### src/rtl/fifo_word_packer.sv
// Drains an 8-bit synchronous FIFO and packs bytes into BYTES_PER_WORD-wide words on a
// registered valid/ready stream. A flush emits the partial word with a byte-keep mask.
module fifo_word_packer #(
    parameter int DATA_W         = 8,
    parameter int BYTES_PER_WORD = 4,
    parameter int CNT_W          = 16
) (
    input  logic                               clk,
    input  logic                               rst,
    input  logic                               fifo_empty,
    input  logic [DATA_W-1:0]                  fifo_data,
    output logic                               fifo_rd_en,
    input  logic                               flush,
    output logic                               flush_busy,
    output logic                               m_valid,
    input  logic                               m_ready,
    output logic [DATA_W*BYTES_PER_WORD-1:0]   m_data,
    output logic [BYTES_PER_WORD-1:0]          m_keep,
    output logic                               m_last,
    output logic [CNT_W-1:0]                   word_count
);

    localparam int N  = BYTES_PER_WORD;
    localparam int CW = $clog2(N + 1);

    localparam logic [1:0] S_FILL       = 2'd0;
    localparam logic [1:0] S_FLUSH_WAIT = 2'd1;
    localparam logic [1:0] S_FLUSH_EMIT = 2'd2;

    logic [1:0]          r_state;
    logic [CW-1:0]       r_asm_cnt;
    logic                r_rd_pend;
    logic [DATA_W-1:0]   r_asm [N];
    logic                r_m_valid;
    logic [DATA_W*N-1:0] r_m_data;
    logic [N-1:0]        r_m_keep;
    logic                r_m_last;
    logic [CNT_W-1:0]    r_word_count;

    logic                w_slot_free;
    logic                w_handoff;
    logic [CW:0]         w_fill_lvl;
    logic [CW-1:0]       w_cap_lane;
    logic [N-1:0]        w_keep;
    logic [DATA_W*N-1:0] w_word;

    assign w_slot_free = !r_m_valid || m_ready;
    // A flush seen alongside a full word takes priority so that word leaves with m_last set.
    assign w_handoff   = w_slot_free &&
                         ((r_state == S_FILL && r_asm_cnt == CW'(N) && !flush) ||
                          r_state == S_FLUSH_EMIT);
    assign w_fill_lvl  = {1'b0, r_asm_cnt} + {{CW{1'b0}}, r_rd_pend};
    assign fifo_rd_en  = !rst && !fifo_empty && (r_state == S_FILL) &&
                         (w_fill_lvl < (CW+1)'(N));
    assign w_cap_lane  = w_handoff ? '0 : r_asm_cnt;

    always_comb begin
        // NOTE: defaults first so every path assigns every bit and no latch is inferred.
        w_keep = '0;
        w_word = '0;
        for (int i = 0; i < N; i++) begin
            w_keep[i] = (CW'(i) < r_asm_cnt);
            if (w_keep[i]) begin
                w_word[i*DATA_W +: DATA_W] = r_asm[i];
            end
        end
    end

    // NOTE: the assembly lanes carry no reset; stale lanes are masked by w_keep on handoff.
    always_ff @(posedge clk) begin
        if (r_rd_pend) begin
            for (int i = 0; i < N; i++) begin
                if (w_cap_lane == CW'(i)) begin
                    r_asm[i] <= fifo_data;
                end
            end
        end
    end

    always_ff @(posedge clk or posedge rst) begin
        if (rst) begin
            r_state      <= S_FILL;
            r_asm_cnt    <= '0;
            r_rd_pend    <= 1'b0;
            r_m_valid    <= 1'b0;
            r_m_data     <= '0;
            r_m_keep     <= '0;
            r_m_last     <= 1'b0;
            r_word_count <= '0;
        end else begin
            // NOTE: non-blocking so every register here samples the pre-edge values.
            r_rd_pend <= fifo_rd_en;

            if (w_handoff) begin
                r_asm_cnt <= r_rd_pend ? CW'(1) : '0;
            end else if (r_rd_pend) begin
                r_asm_cnt <= r_asm_cnt + CW'(1);
            end

            case (r_state)
                S_FILL: begin
                    if (flush) r_state <= S_FLUSH_WAIT;
                end
                S_FLUSH_WAIT: begin
                    if (!r_rd_pend) r_state <= (r_asm_cnt != '0) ? S_FLUSH_EMIT : S_FILL;
                end
                S_FLUSH_EMIT: begin
                    if (w_handoff) r_state <= S_FILL;
                end
                default: r_state <= S_FILL;
            endcase

            if (w_handoff) begin
                r_m_valid <= 1'b1;
                r_m_data  <= w_word;
                r_m_keep  <= w_keep;
                r_m_last  <= (r_state == S_FLUSH_EMIT);
            end else if (m_ready) begin
                r_m_valid <= 1'b0;
            end

            if (r_m_valid && m_ready) begin
                r_word_count <= r_word_count + CNT_W'(1);
            end
        end
    end

    assign flush_busy = (r_state != S_FILL);
    assign m_valid    = r_m_valid;
    assign m_data     = r_m_data;
    assign m_keep     = r_m_keep;
    assign m_last     = r_m_last;
    assign word_count = r_word_count;

endmodule
### config.mk
export PLATFORM = sky130hd
export DESIGN_NAME = fifo_word_packer
export DESIGN_NICKNAME = d
export VERILOG_FILES = /design/src/rtl/fifo_word_packer.sv
export SDC_FILE = /design/constraint.sdc
export NUM_CORES = 1
export LEC_CHECK = 0
export CAP_MARGIN = 20
export CORE_MARGIN = 5
export CORE_UTILIZATION = 44
export CTS_CLUSTER_DIAMETER = 40
export DETAILED_ROUTE_END_ITERATION = 10
export HOLD_SLACK_MARGIN = 0.06
export PLACE_DENSITY = 0.66
export REMOVE_ABC_BUFFERS = 1
export SLEW_MARGIN = 0
export SYNTH_ARGS = -nofsm -noshare
export SYNTH_HDL_FRONTEND = slang
export SYNTH_SLANG_ARGS = --single-unit
### constraint.sdc
create_clock -name clk -period 5.4 [get_ports clk]
set_clock_uncertainty 0.15 [all_clocks]
set_input_delay 1.08 -clock clk [delete_from_list [all_inputs] [get_ports clk]]
set_output_delay 1.08 -clock clk [all_outputs]
set_load 0.05 [all_outputs]
==> flow_summary.toml, run 1 <==
[layout]
layout.area.seq_um2 = 2460
nFillCells = 675
finalNetCount = 368
instances_no_fill = 459
antennaDiodeCount = 0
syn_to_final_growth_pct = 26.7
drive_gt1_share_pct = 8.68
multi_input_comb_area_um2 = 982

[route]
dr.pass1.iters = 4
drt_first_iter_violations = 62
route.vias.total = 2198
drc = 0
ant_nets = 0
vias_per_cell = 4.79
wirelength_um = 6610
routedWlPerCell_um = 14.4

[timing]
max_slew.worst_pin.slew_ns = 0.747
hold_viol = 0
fin_crit_sh_pct = 77.9
setup_viol = 0
unrepaired_setup_endpoints_after_global_routing = "no"
final.setup.tns_ns = 0
worst_slew_margin_rel_pct = 50.2
finalMaxSlewViolations = 0
maxClockFrequency_mhz = 238
post-route-min-period_ns = 4.20

[run_status]
status = "complete, no violations"

[synthesis]
synthesis.instances = 282
yosys.area.top_type = "dfrtp_1"
synthFlopType = "dfrtp_1"
synth.ff_latch_count = 92
mean_syn_cell_area_um2 = 12.5
mappedNetlistArea_um2 = 3530
number_of_synthesized_flops_with_an_enable_pin = 32
synth-warning-count = 0
synthTopCellsByArea = "dfrtp_1 43%, edfxtp_1 27%, nand2_1 8.0%"
synthArstFlopShare_pct = 65.2
sequential_share_of_the_synthesized_area_pct = 69.8
yosysMostFrequentCell = "nand2_1"
synth.top_cells.by_count = "75 x nand2_1, 60 x dfrtp_1, 33 x o21ai_0, 32 x edfxtp_1, 12 x xnor2_1"
netlist-cell-type-count = 38
synth_top_cell_area_share_pct = 42.6

[cts]
post_cts_buffers = 0
number_of_clock_buffers_inserted_by_tritoncts = 9
worst_setup_hold_path_clk_slew_ns = 0.08
htree_num_levels = 3
cts_sinks = 92
cts_tree = "built"
post_cts_resize_count = 0
ctsRootBufferMaster = "clkbuf_8"
ctsHoldBuffers = 0
cts_buffer_depth = 2
clk_latency_ns = 0.36

[power_and_ir_drop]
power_per_cell_area_nw_per_um2 = 544
vdd_drop_max_v = 0.000255
cellLeakagePower_nw = 1.81

[floorplan]
design.core.area_um2 = 7770
die_w_um = 99.5
fp.dieH_um = 99.5
fp.dieArea_um2 = 9900
core.rowCount = 32
io_pins = 69
initial_utilization_pct = 45.4

[global_routing]
track_usage_pct = 13.8
wire_length_of_the_first_global_routing_pass_um = 10400
globalRouteOverflowTotal = 0
grt_pass1_vias = 2009
antenna_found_initial = 0
grt_start_max_net_pins = 61

[worst_setup_path]
worstPathArrival_ns = 2.97
path_cells = "clkdlybuf4s50_1 > or3_1 > a311oi_1 > clkdlybuf4s50_1"
timing.critical_path.buf_inv = 2
crit_start = "fifo_empty"
worst-path-max-fanout = 2
critical-path-top-cell-by-count = "clkdlybuf4s50_1"
worstPathRequired_ns = 4.17
worst_path_largest_cell_delay_ns = 0.88
crit_slowest_cell = "clkdlybuf4s50_1"
critical_path.reg2reg.startpoint = "r_asm_cnt[0]"
worstSetupEndpointType = "output pin"
cp_top_family = "buffers and inverters"
cp-start-kind = "input pin"
type_of_the_worst_setup_path = "in2out"

[placed_design]
post-dp-hpwl_um = 4560
port_buffers = 68
gp_routability_congestion = 0.758
placed_cells_incl_taps = 442

[min_path]
hold_path.startpoint = "word_count[15]"
hold_path_class = "reg2reg"

[run]
maxCapViolCount = 0
==> power by group <==
group | internal (mW) | total [mW] | switching, mW
Sequential | 0.882 | 0.996 | 0.115
Clock | 0.170 | 0.412 | 0.242
Combinational | 0.330 | 1.02 | 0.692
==> stage by stage <==
step	hold WS [ns]	setup WS, ns	power (mW)	area (um2)	util, %
floorplan	0.341	1.49	1.68	3460	-
global placement	0.312	1.25	2.03	4290	55.2
detailed placement	0.320	1.20	2.05	4290	55.2
CTS	0.335	1.19	2.46	4460	57.5
global route	0.349	1.18	2.55	4470	57.5
finish	0.327	1.20	2.43	4470	57.5
==> metal layers <==
layer	vias up	part of all wire (%)	global-route usage [%]
met5	-	0	0
met4	0	2.4	7.56
met3	13	3.9	2.45
met2	40	48	21.3
met1	1048	46	18.5
li1	1097	-	-
==> worst paths after layout <==
check	depth (start not counted)	slack, ns	to
worst max-delay path	4	1.20	fifo_rd_en
worst min-delay path	1	0.33	word_count[15]
worst max register to register	6	2.52	r_asm[3][5]
worst min register to register	1	0.33	word_count[15]
max in group asynchronous	3	3.48	m_data[2]
min in group asynchronous	3	1.12	r_rd_pend
==> layout by cell type (no fill, tap or decap), types with 2 or more instances in the layout <==
master / count
xnor2_1: 12
inv_1: 4
clkinv_4: 2
nand3_1: 3
clkbuf_8: 9
nand2_1: 75
xor2_1: 5
clkdlybuf4s50_1: 68
and4_1: 3
and3_1: 2
nor2_1: 6
buf_4: 2
nand2b_1: 3
or3_1: 2
clkinvlp_4: 3
nor3_2: 3
mux2i_1: 2
ha_1: 3
nand4_1: 2
o21ai_0: 33
dfrtp_1: 60
edfxtp_1: 32
mux2_2: 4
or2_2: 2
==> cells by family (layout without fill, tap and decap cells) <==
| logic type | after synthesis | count (layout) | synth area share, % |
|---|---|---|---|
| buffers and inverters | 17 | 92 | 2.31 |
| XOR/XNOR | 17 | 17 | 4.22 |
| AND/OR/NAND/NOR | 107 | 107 | 13.9 |
| flip-flops | 92 | 92 | 69.8 |
| multiplexers | 7 | 7 | 2.16 |
| adder cells (fa/ha/maj) | 3 | 3 | 1.06 |
| AO/OA/AOI/OAI | 39 | 39 | 6.49 |
==> area by class of cell <==
type | instances | share of cell area (%)
Clock buffer | 10 | 2.86
Clock inverter | 6 | 1.09
Inverter | 5 | 0.420
Multi-Input combinational cell | 173 | 22.0
Sequential cell | 92 | 55.1
Tap cell | 102 | 2.86
Timing Repair Buffer | 71 | 15.7
==> sequential cells by signal, indices dropped and copies added (netlist names) <==
signal / cells
m_keep: 4
m_last: 1
word_count: 16
r_asm: 32
r_asm_cnt: 3
m_valid: 1
r_state: 2
m_data: 32
r_rd_pend: 1
Power figures use the tool's default switching activity.
==> run 2: changes to the inputs <==
Clock period 5.4 ns to 4.3 ns, I/O delays scaled along.
==> flow_summary.toml, run 2 (synthesized netlist as in run 1, its figures left out) <==
[run_status]
status = "complete, no violations"

[route]
vias_per_cell = 4.88
dr.pass1.iters = 4
drc = 0
route.vias.total = 2242
drt_first_iter_violations = 56
ant_nets = 0
wirelength_um = 6830
routedWlPerCell_um = 14.9

[floorplan]
initial_utilization_pct = 45.4
core.rowCount = 32
fp.dieArea_um2 = 9900
fp.dieH_um = 99.5
design.core.area_um2 = 7770
die_w_um = 99.5
io_pins = 69

[cts]
cts_buffer_depth = 2
htree_num_levels = 3
ctsRootBufferMaster = "clkbuf_8"
worst_setup_hold_path_clk_slew_ns = 0.08
cts_tree = "built"
number_of_clock_buffers_inserted_by_tritoncts = 9
post_cts_buffers = 0
clk_latency_ns = 0.35
cts_sinks = 92
ctsHoldBuffers = 0
post_cts_resize_count = 0

[global_routing]
grt_pass1_vias = 2109
wire_length_of_the_first_global_routing_pass_um = 10900
grt_start_max_net_pins = 72
globalRouteOverflowTotal = 0
track_usage_pct = 14.5
antenna_found_initial = 0

[layout]
final_util_pct = 58.1
mostFrequentLayoutCell = "nand2_1"
antennaDiodeCount = 0
layout_common_cells = "75 x nand2_1, 68 x clkdlybuf4s50_1, 60 x dfrtp_1"
syn_to_final_growth_pct = 28.0
finalNetCount = 368
drive_gt1_share_pct = 8.68

[worst_setup_path]
worstSetupEndpoint = "fifo_rd_en"
worst-path-max-fanout = 2
crit_start = "fifo_empty"
rr_worst_depth = 3
type_of_the_worst_setup_path = "in2out"
worstSetupEndpointType = "output pin"
worstPathRequired_ns = 3.29
worstPathArrival_ns = 2.73
critical_path.reg2reg.startpoint = "r_asm_cnt[2]"
cp-start-kind = "input pin"
timing.rr.end = "r_asm[0][6]"
ff2ff_setup_slack_ns = 1.71

[timing]
unrepaired_setup_endpoints_after_global_routing = "no"
fin_crit_sh_pct = 86.9
maxClockFrequency_mhz = 267
hold_viol = 0
worst_path_setup_slack_after_routing_ns = 0.562
finalMaxSlewViolations = 0
final.setup.tns_ns = 0
worst_slew_margin_rel_pct = 51.6
post-route-min-period_ns = 3.74
setup_viol = 0
max_slew.worst_pin.slew_ns = 0.719

[power_and_ir_drop]
vdd_drop_max_v = 0.000366
total_power_consumption_mw = 3.18
power_per_cell_area_nw_per_um2 = 705
cellLeakagePower_nw = 1.84

[placed_design]
post-dp-hpwl_um = 4730
port_buffers = 68
gp_routability_congestion = 0.749
detailedPlace.worstSlack_ns = 0.572

[min_path]
hold_path_class = "reg2reg"

[run]
maxCapViolCount = 0
-- run 2: cell count changes in the layout (fill, tap and decap cells not counted), sizes merged --
cell      previous run  this run
clkinvlp             3         0
bufinv               0         2
inv                  6         8
buf                  3         2
clkbuf              10        11
clkinv               2         1
-- run 2: where the power goes --
group          total (mW)  internal, mW  switching, mW  leakage [nW]
clock network       0.644         0.335          0.309         0.112
registers            1.25          1.11          0.143          1.09
logic                1.29         0.414          0.876         0.639
total                3.18          1.86           1.33          1.84
-- run 2: area by class of cell --
type	count	area, um2
Fill cell	680	3250
Sequential cell	92	2460
Multi-Input combinational cell	173	982
Timing Repair Buffer	71	701
Clock buffer	10	128
Tap cell	102	128
Clock inverter	6	95.1
Inverter	5	18.8
-- run 2: stage by stage --
stage | hold slack (ns) | std cells | cell area [um2]
after CTS | 0.341 | 458 | 4510
after global routing | 0.365 | 459 | 4510
final | 0.333 | 459 | 4510
after detailed placement | 0.319 | 442 | 4290
after floorplan | 0.341 | 270 | 3460
after global placement | 0.312 | 442 | 4290
-- run 2: worst min path at each step --
| stage | start | end | slack [ns] | depth (start not counted) |
|---|---|---|---|---|
| after floorplan | r_asm[0][0] | m_data[0] | 0.34 | 2 |
| after global placement | word_count[15] | word_count[15] | 0.31 | 1 |
| after detailed placement | m_data[18] | m_data[18] | 0.32 | 2 |
| after CTS | m_data[18] | m_data[18] | 0.34 | 2 |
| after global routing | m_data[7] | m_data[7] | 0.36 | 2 |
| final | m_data[1] | m_data[1] | 0.33 | 2 |
-- run 2: worst max-delay path, cell delays in order --
cell,delay (ns)
clkdlybuf4s50_1,0.39
or3_1,0.34
a311oi_1,0.27
clkdlybuf4s50_1,0.87
-- run 2: routing by layer --
| layer | up-vias | wire (um) | global-route usage, % |
|---|---|---|---|
| li1 | 1097 | - | - |
| met1 | 1090 | 3050 | 19.2 |
| met2 | 50 | 3450 | 23.5 |
| met3 | 5 | 258 | 3.65 |
| met4 | 0 | 65 | 4.41 |
| met5 | - | 0 | 0 |
